File: config.mk
export PLATFORM = sky130hd
export DESIGN_NAME = result_line_collector
export DESIGN_NICKNAME = d
export VERILOG_FILES = /design/src/rtl/result_line_collector.sv
export SDC_FILE = /design/constraint.sdc
export NUM_CORES = 2
export LEC_CHECK = 0
export CORE_MARGIN = 5
export CORE_UTILIZATION = 30
export CTS_CLUSTER_DIAMETER = 60
export DETAILED_ROUTE_END_ITERATION = 8
export PLACE_DENSITY = 0.46
export SETUP_SLACK_MARGIN = 0.5
export SYNTH_ARGS = -nofsm -noshare
export SYNTH_HDL_FRONTEND = slang
export SYNTH_SLANG_ARGS = --single-unit
File: constraint.sdc
create_clock -name i_clk -period 4.28 [get_ports i_clk]
set_clock_uncertainty 0.15 [all_clocks]
set_input_delay 0.856 -clock i_clk [delete_from_list [all_inputs] [get_ports i_clk]]
set_output_delay 0.856 -clock i_clk [all_outputs]
set_load 0.005 [all_outputs]
File: src/rtl/result_line_collector.sv
// rtl/result_line_collector.sv - FP16 result FIFO and 256-bit line packer for the result BRAM
// Buffers the compute engine's result stream and writes 16-lane lines per tile.
module result_line_collector #(
  parameter int FIFO_DEPTH   = 64,
  parameter int AFULL_MARGIN = 4,
  parameter int LINE_ADDR_W  = 9
) (
  input  logic                        i_clk,
  input  logic                        i_reset_n,
  input  logic                        i_tile_en,
  input  logic [LINE_ADDR_W-1:0]      i_wr_base_addr,
  input  logic [15:0]                 i_expected_count,
  input  logic [15:0]                 i_result_data,
  input  logic                        i_result_valid,
  output logic                        o_result_full,
  output logic                        o_result_afull,
  output logic [LINE_ADDR_W-1:0]      o_line_wr_addr,
  output logic                        o_line_wr_en,
  output logic [255:0]                o_line_wr_data,
  input  logic                        i_line_wr_ready,
  output logic                        o_tile_done,
  output logic                        o_overflow,
  output logic [$clog2(FIFO_DEPTH):0] o_fifo_count,
  output logic [15:0]                 o_line_count
);
  localparam int PTR_W = $clog2(FIFO_DEPTH);
  localparam int CNT_W = PTR_W + 1;
  localparam logic [CNT_W-1:0] FULL_LVL  = CNT_W'(FIFO_DEPTH);
  localparam logic [CNT_W-1:0] AFULL_LVL = CNT_W'(FIFO_DEPTH - AFULL_MARGIN);

  typedef enum logic [1:0] {IDLE, ACCUM, WRITE, DONE} state_t;

  state_t                 r_state, w_state_next;
  logic [15:0]            r_fifo_mem [FIFO_DEPTH];
  logic [PTR_W-1:0]       r_wr_ptr, r_rd_ptr;
  logic [CNT_W-1:0]       r_count;
  logic                   r_overflow;
  logic [LINE_ADDR_W-1:0] r_addr;
  logic [15:0]            r_expected, r_received, r_line_count;
  logic [3:0]             r_lane_idx;
  logic [255:0]           r_line;
  logic                   r_zero_done;

  logic                   w_full, w_push, w_pop;
  logic                   w_tile_start, w_accept, w_last_accept;
  logic [15:0]            w_head, w_received_inc;

  assign w_full         = (r_count == FULL_LVL);
  assign w_push         = i_result_valid && !w_full;
  assign w_head         = r_fifo_mem[r_rd_ptr];
  assign w_received_inc = r_received + 16'd1;

  always_comb begin
    w_state_next  = r_state;
    w_pop         = 1'b0;
    w_tile_start  = 1'b0;
    w_accept      = 1'b0;
    w_last_accept = 1'b0;
    case (r_state)
      IDLE, DONE: begin
        if (i_tile_en) begin
          w_tile_start = 1'b1;
          w_state_next = (i_expected_count == 16'd0) ? DONE : ACCUM;
        end
      end
      ACCUM: begin
        if (r_count != '0) begin
          w_pop = 1'b1;
          if (r_lane_idx == 4'd15 || w_received_inc == r_expected)
            w_state_next = WRITE;
        end
      end
      WRITE: begin
        if (i_line_wr_ready) begin
          w_accept = 1'b1;
          if (r_received == r_expected) begin
            w_last_accept = 1'b1;
            w_state_next  = DONE;
          end else begin
            w_state_next  = ACCUM;
          end
        end
      end
      default: w_state_next = IDLE;
    endcase
  end

  always_ff @(posedge i_clk or negedge i_reset_n) begin
    if (!i_reset_n) r_state <= IDLE;
    else            r_state <= w_state_next;
  end

  // Storage array carries no reset; occupancy is tracked by the pointers alone.
  always_ff @(posedge i_clk) begin
    if (w_push) r_fifo_mem[r_wr_ptr] <= i_result_data;
  end

  always_ff @(posedge i_clk or negedge i_reset_n) begin
    if (!i_reset_n) begin
      r_wr_ptr   <= '0;
      r_rd_ptr   <= '0;
      r_count    <= '0;
      r_overflow <= 1'b0;
    end else begin
      if (w_push) r_wr_ptr <= r_wr_ptr + PTR_W'(1);
      if (w_pop)  r_rd_ptr <= r_rd_ptr + PTR_W'(1);
      case ({w_push, w_pop})
        2'b10:   r_count <= r_count + CNT_W'(1);
        2'b01:   r_count <= r_count - CNT_W'(1);
        default: r_count <= r_count;
      endcase
      if (i_result_valid && w_full) r_overflow <= 1'b1;
      else if (w_tile_start)        r_overflow <= 1'b0;
    end
  end

  always_ff @(posedge i_clk or negedge i_reset_n) begin
    if (!i_reset_n) begin
      r_addr       <= '0;
      r_expected   <= '0;
      r_received   <= '0;
      r_line_count <= '0;
      r_lane_idx   <= '0;
      r_line       <= '0;
      r_zero_done  <= 1'b0;
    end else begin
      r_zero_done <= w_tile_start && (i_expected_count == 16'd0);
      if (w_tile_start) begin
        r_addr       <= i_wr_base_addr;
        r_expected   <= i_expected_count;
        r_received   <= '0;
        r_line_count <= '0;
        r_lane_idx   <= '0;
        r_line       <= '0;
      end
      if (w_pop) begin
        r_line[{r_lane_idx, 4'b0000} +: 16] <= w_head;
        r_lane_idx <= r_lane_idx + 4'd1;
        r_received <= w_received_inc;
      end
      // Clearing on acceptance is what zero-pads a final partial line.
      if (w_accept) begin
        r_addr       <= r_addr + LINE_ADDR_W'(1);
        r_line_count <= r_line_count + 16'd1;
        r_line       <= '0;
        r_lane_idx   <= '0;
      end
    end
  end

  assign o_result_full  = w_full;
  assign o_result_afull = (r_count >= AFULL_LVL);
  assign o_fifo_count   = r_count;
  assign o_overflow     = r_overflow;
  assign o_line_wr_en   = (r_state == WRITE);
  assign o_line_wr_addr = r_addr;
  assign o_line_wr_data = r_line;
  assign o_line_count   = r_line_count;
  assign o_tile_done    = w_last_accept || r_zero_done;

endmodule

==> metrics.md <==
| Metric | Value |
|---|---|
| Min-Delay Endpoint | `r_fifo_mem[2][14]` |
| Count leader, synth | `edfxtp_1` |
| Share of the synthesized area in the top cell type | `a little under three fifths` |
| I/O pin total | `roughly 340` |
| Pint | `about 30 mW` |
| Setup-failing EPs final | `0` |
| Layout Cells excl Fill | `roughly 6400` |
| Yosys cell types | `78` |
| DRC Markers | `0` |
| Root Buffer | `clkbuf_16` |
| WL/cell | `27.6 µm` |
| Dpl ws | `0.0625 ns` |
| HPWL after DPL | `around 110000 µm` |
| R2r endpoint | `o_line_wr_data[83]` |
| Post-synth EDFFs | `a little over 1000` |
| Syn_nets | `~3500` |
| Slew HR | `about a quarter` |
| RSZ-0062 raised after global routing | `true` |
| Worst EP required | `~4.8 ns` |
| Ys Warns | `0` |
| Vias/cell | `5.20` |
| Vias in the first global route | `about 33000` |
| Design area | `around 68000 µm²` |
| Routed via count | `~33000` |
| CP endpoint kind | `flip-flop` |
| Leakage | `24.2 nW` |
| Synth area leader | `edfxtp_1` |
| Worst hold-check path type | `in2reg` |
| PnR Total Power | `~48 mW` |
| Hold depth | `1` |
| Worst-margin pin slew | `roughly 1.1 ns` |
| Area contributors post-synth | `edfxtp_1, dfrtp_1, mux2i_1, mux4_2, a221oi_1` |
| CORE AREA | `about 180000 µm²` |
| Worst R2R Setup Slack | `just under 0.6 ns` |
| VDD IR max | `slightly below 0.4 mV` |
| Skew-Pair Late Insertion Delay | `about 0.79 ns` |
| Setup TNS | `0 ns` |
| Crit path time final | `around 3.7 ns` |
| R2r startpoint | `r_rd_ptr[0]` |
| PD cells | `between 700 and 800 nW/µm²` |
| Async SR Flop Fraction | `~25%` |
| Max Clk Rate | `around 270 MHz` |
| Slew Viols, Final | `0` |
| Crit start category | `flip-flop` |
| Final core occ | `between 30% and 40%` |
| Final WS setup | `roughly 0.6 ns` |
| Combinational power share | `between 30% and 40%` |
| Final period util | `~86%` |
| Syn Inst Count | `between 3000 and 4000` |
| CP max stage cell | `a221oi_1` |
| Switch share | `~37%` |
| Slowest stage delay, CP | `0.71 ns` |
| Antenna Nets Post-Route | `0` |
| Final wirelength | `~180000 µm` |
| Num rows | `between 150 and 200` |
| Seq/Total Area, Yosys | `between 70% and 80%` |
| Critical path cell sequence | `and2_4, buf_12, buf_4, a221oi_1, a221oi_1, a31oi_2, mux2_2, a22oi_1, nor2_1` |
| GRT Util Overall | `18.1%` |
| Final hold viol count | `0` |
| Worst-path fanout max | `20` |
| Critical path class | `reg2reg` |
| Synth cell count leaders | `edfxtp_1, mux2i_1, dfrtp_1, a221oi_1, a22o_1` |
| CTS clk-pin slew, worst paths | `roughly 0.06 ns` |
| Top FF cell, synth | `edfxtp_1` |
| Initial detailed-routing violation count | `2842` |
| Sequential share of power | `34.3%` |
| Die X | `~440 µm` |
| Multi-input logic area | `about 15000 µm²` |
| CTS tree | `yes` |
| Port Buf Inserts | `338` |
| Reg2Reg Depth | `9` |
| Avg Inst Size Synth | `16.1 µm²` |
| GRT Residual Overflow | `0` |
| # nets final | `3973` |
| Largest net degree at the start of global routing | `96` |
| Clock sink count | `between 1000 and 1500` |
| WP data arrival | `between 4 and 5 ns` |
| GP Congestion | `0.781` |
| Total Die Area | `192000 µm²` |
| Status | `complete, no violations` |
| P_sw | `roughly 18 mW` |
| Max cap viols | `0` |
| Min-delay src | `i_result_data[14]` |
| Flops & latches, synth | `approximately 1400` |
| First-pass GRT wire length | `around 250000 µm` |
| Die Y-Extent | `about 440 µm` |
| Initial antenna violation count | `5` |
| CTS Buf Count | `about 160` |
| Initial core utilization | `30.1%` |
| Layout cells sized above 1 | `17.0%` |
| Area Growth Syn to Fin | `23.3%` |
| Filler cells | `about 17000` |
| Clock power share | `27.9%` |
| Area after DPL | `approximately 62000 µm²` |
| Hold_ws | `around 0.21 ns` |
| H-tree Lvls | `4` |
| Critical path's most frequent cell | `a221oi_1` |
| Dpl cells | `~6100` |
| DR pass1 iterations | `6` |
| Clk buf depth | `3` |
| Storage element area | `39300 µm²` |
| Post-Synthesis Cell Area | `approximately 55000 µm²` |
## worst max-delay path by stage
stage,from,end,cells after the start
after floorplan,o_fifo_count[1],o_fifo_count[6],15
after global placement,r_rd_ptr[1],o_line_wr_data[216],8
after detailed placement,r_rd_ptr[1],o_line_wr_data[216],8
after CTS,o_fifo_count[0],o_result_full,4
after global routing,r_rd_ptr[1],o_line_wr_data[10],10
final,r_rd_ptr[0],o_line_wr_data[83],9
## registers in the layout, summed over array words and instances, names as in the netlist, 4 cells and up
| name | flops |
|---|---|
| o_fifo_count | 7 |
| r_received | 16 |
| r_wr_ptr | 6 |
| o_line_wr_data | 256 |
| o_line_count | 16 |
| r_rd_ptr | 6 |
| o_line_wr_addr | 9 |
| r_expected | 16 |
| r_fifo_mem | 1024 |
| r_lane_idx | 4 |
## critical path, delay by kind of cell (launching register included)
kind,cells,cell delay [ns]
multiplexers,1,0.55
AO/OA/AOI/OAI,4,1.32
flip-flops,1,0.56
buffers and inverters,2,0.39
AND/OR/NAND/NOR,2,0.53
## routing by layer
metal,GRT usage [%],share of wire [%]
met5,0,0
met4,5.87,3.1
met3,3.32,5.7
met2,29.4,48
met1,24.5,44
## logic make-up after synthesis
logic type / Yosys count / share of synthesized area (%)
multiplexers: 458 / 10.0
adder cells (fa/ha/maj): 19 / 0.446
buffers and inverters: 279 / 2.51
AO/OA/AOI/OAI: 767 / 10.8
XOR/XNOR: 40 / 0.638
AND/OR/NAND/NOR: 494 / 4.15
flip-flops: 1364 / 71.5
## power groups by stage
stage / Combinational, mW / Sequential [mW] / Clock (mW)
final: 18.1 / 16.5 / 13.4
after floorplan: 9.54 / 16.3 / 0
after CTS: 18.2 / 16.5 / 13.7
after global placement: 17.9 / 16.7 / 0
after global routing: 19.1 / 16.6 / 14.3
after detailed placement: 17.9 / 16.8 / 0
## cells in the final DEF, fill, tap and decap left out, types with 9 or more instances in the layout
| master | n |
|---|---|
| mux4_2 | 72 |
| dfrtp_1 | 334 |
| bufinv_16 | 14 |
| xnor2_1 | 25 |
| nand3_1 | 50 |
| a21oi_1 | 76 |
| a31oi_1 | 21 |
| ha_1 | 17 |
| and3_1 | 10 |
| a22oi_1 | 80 |
| clkbuf_16 | 155 |
| a221oi_1 | 169 |
| a22oi_2 | 11 |
| clkinv_2 | 32 |
| nor3_1 | 36 |
| a31oi_2 | 13 |
| mux2_2 | 13 |
| nand4_1 | 16 |
| xor2_1 | 15 |
| nor2_1 | 167 |
| o21ai_0 | 123 |
| nand2_1 | 138 |
| a31o_2 | 14 |
| mux2i_1 | 371 |
| edfxtp_1 | 1024 |
| a222oi_1 | 14 |
| clkinv_1 | 19 |
| buf_2 | 16 |
| clkdlybuf4s50_1 | 319 |
| nor2_2 | 12 |
| o31ai_1 | 9 |
| inv_1 | 28 |
| a22o_1 | 175 |
| clkbuf_1 | 30 |
| clkbuf_8 | 11 |
| buf_12 | 39 |
| buf_4 | 198 |
## timing repair
action                                 4_1_cts  5_1_grt
pin swaps                                    4        1
setup endpoints to repair                  179       48
hold buffers                                 1        0
gates resized for setup                     23       16
endpoints found under the hold margin       70        0
setup buffers                                7        0
gates cloned                                 0        0
## cell type report
type | instances | area share [%]
well taps | 2385 | 4.41
flip-flops and latches | 1364 | 58.0
diodes | 1 | 0.00369
clock inverters | 90 | 1.50
multi-input cells | 1778 | 21.5
inverters | 30 | 0.170
clock buffers | 196 | 6.12
repair buffers | 579 | 8.32
Note: power is estimated with default switching activity, not from simulation.
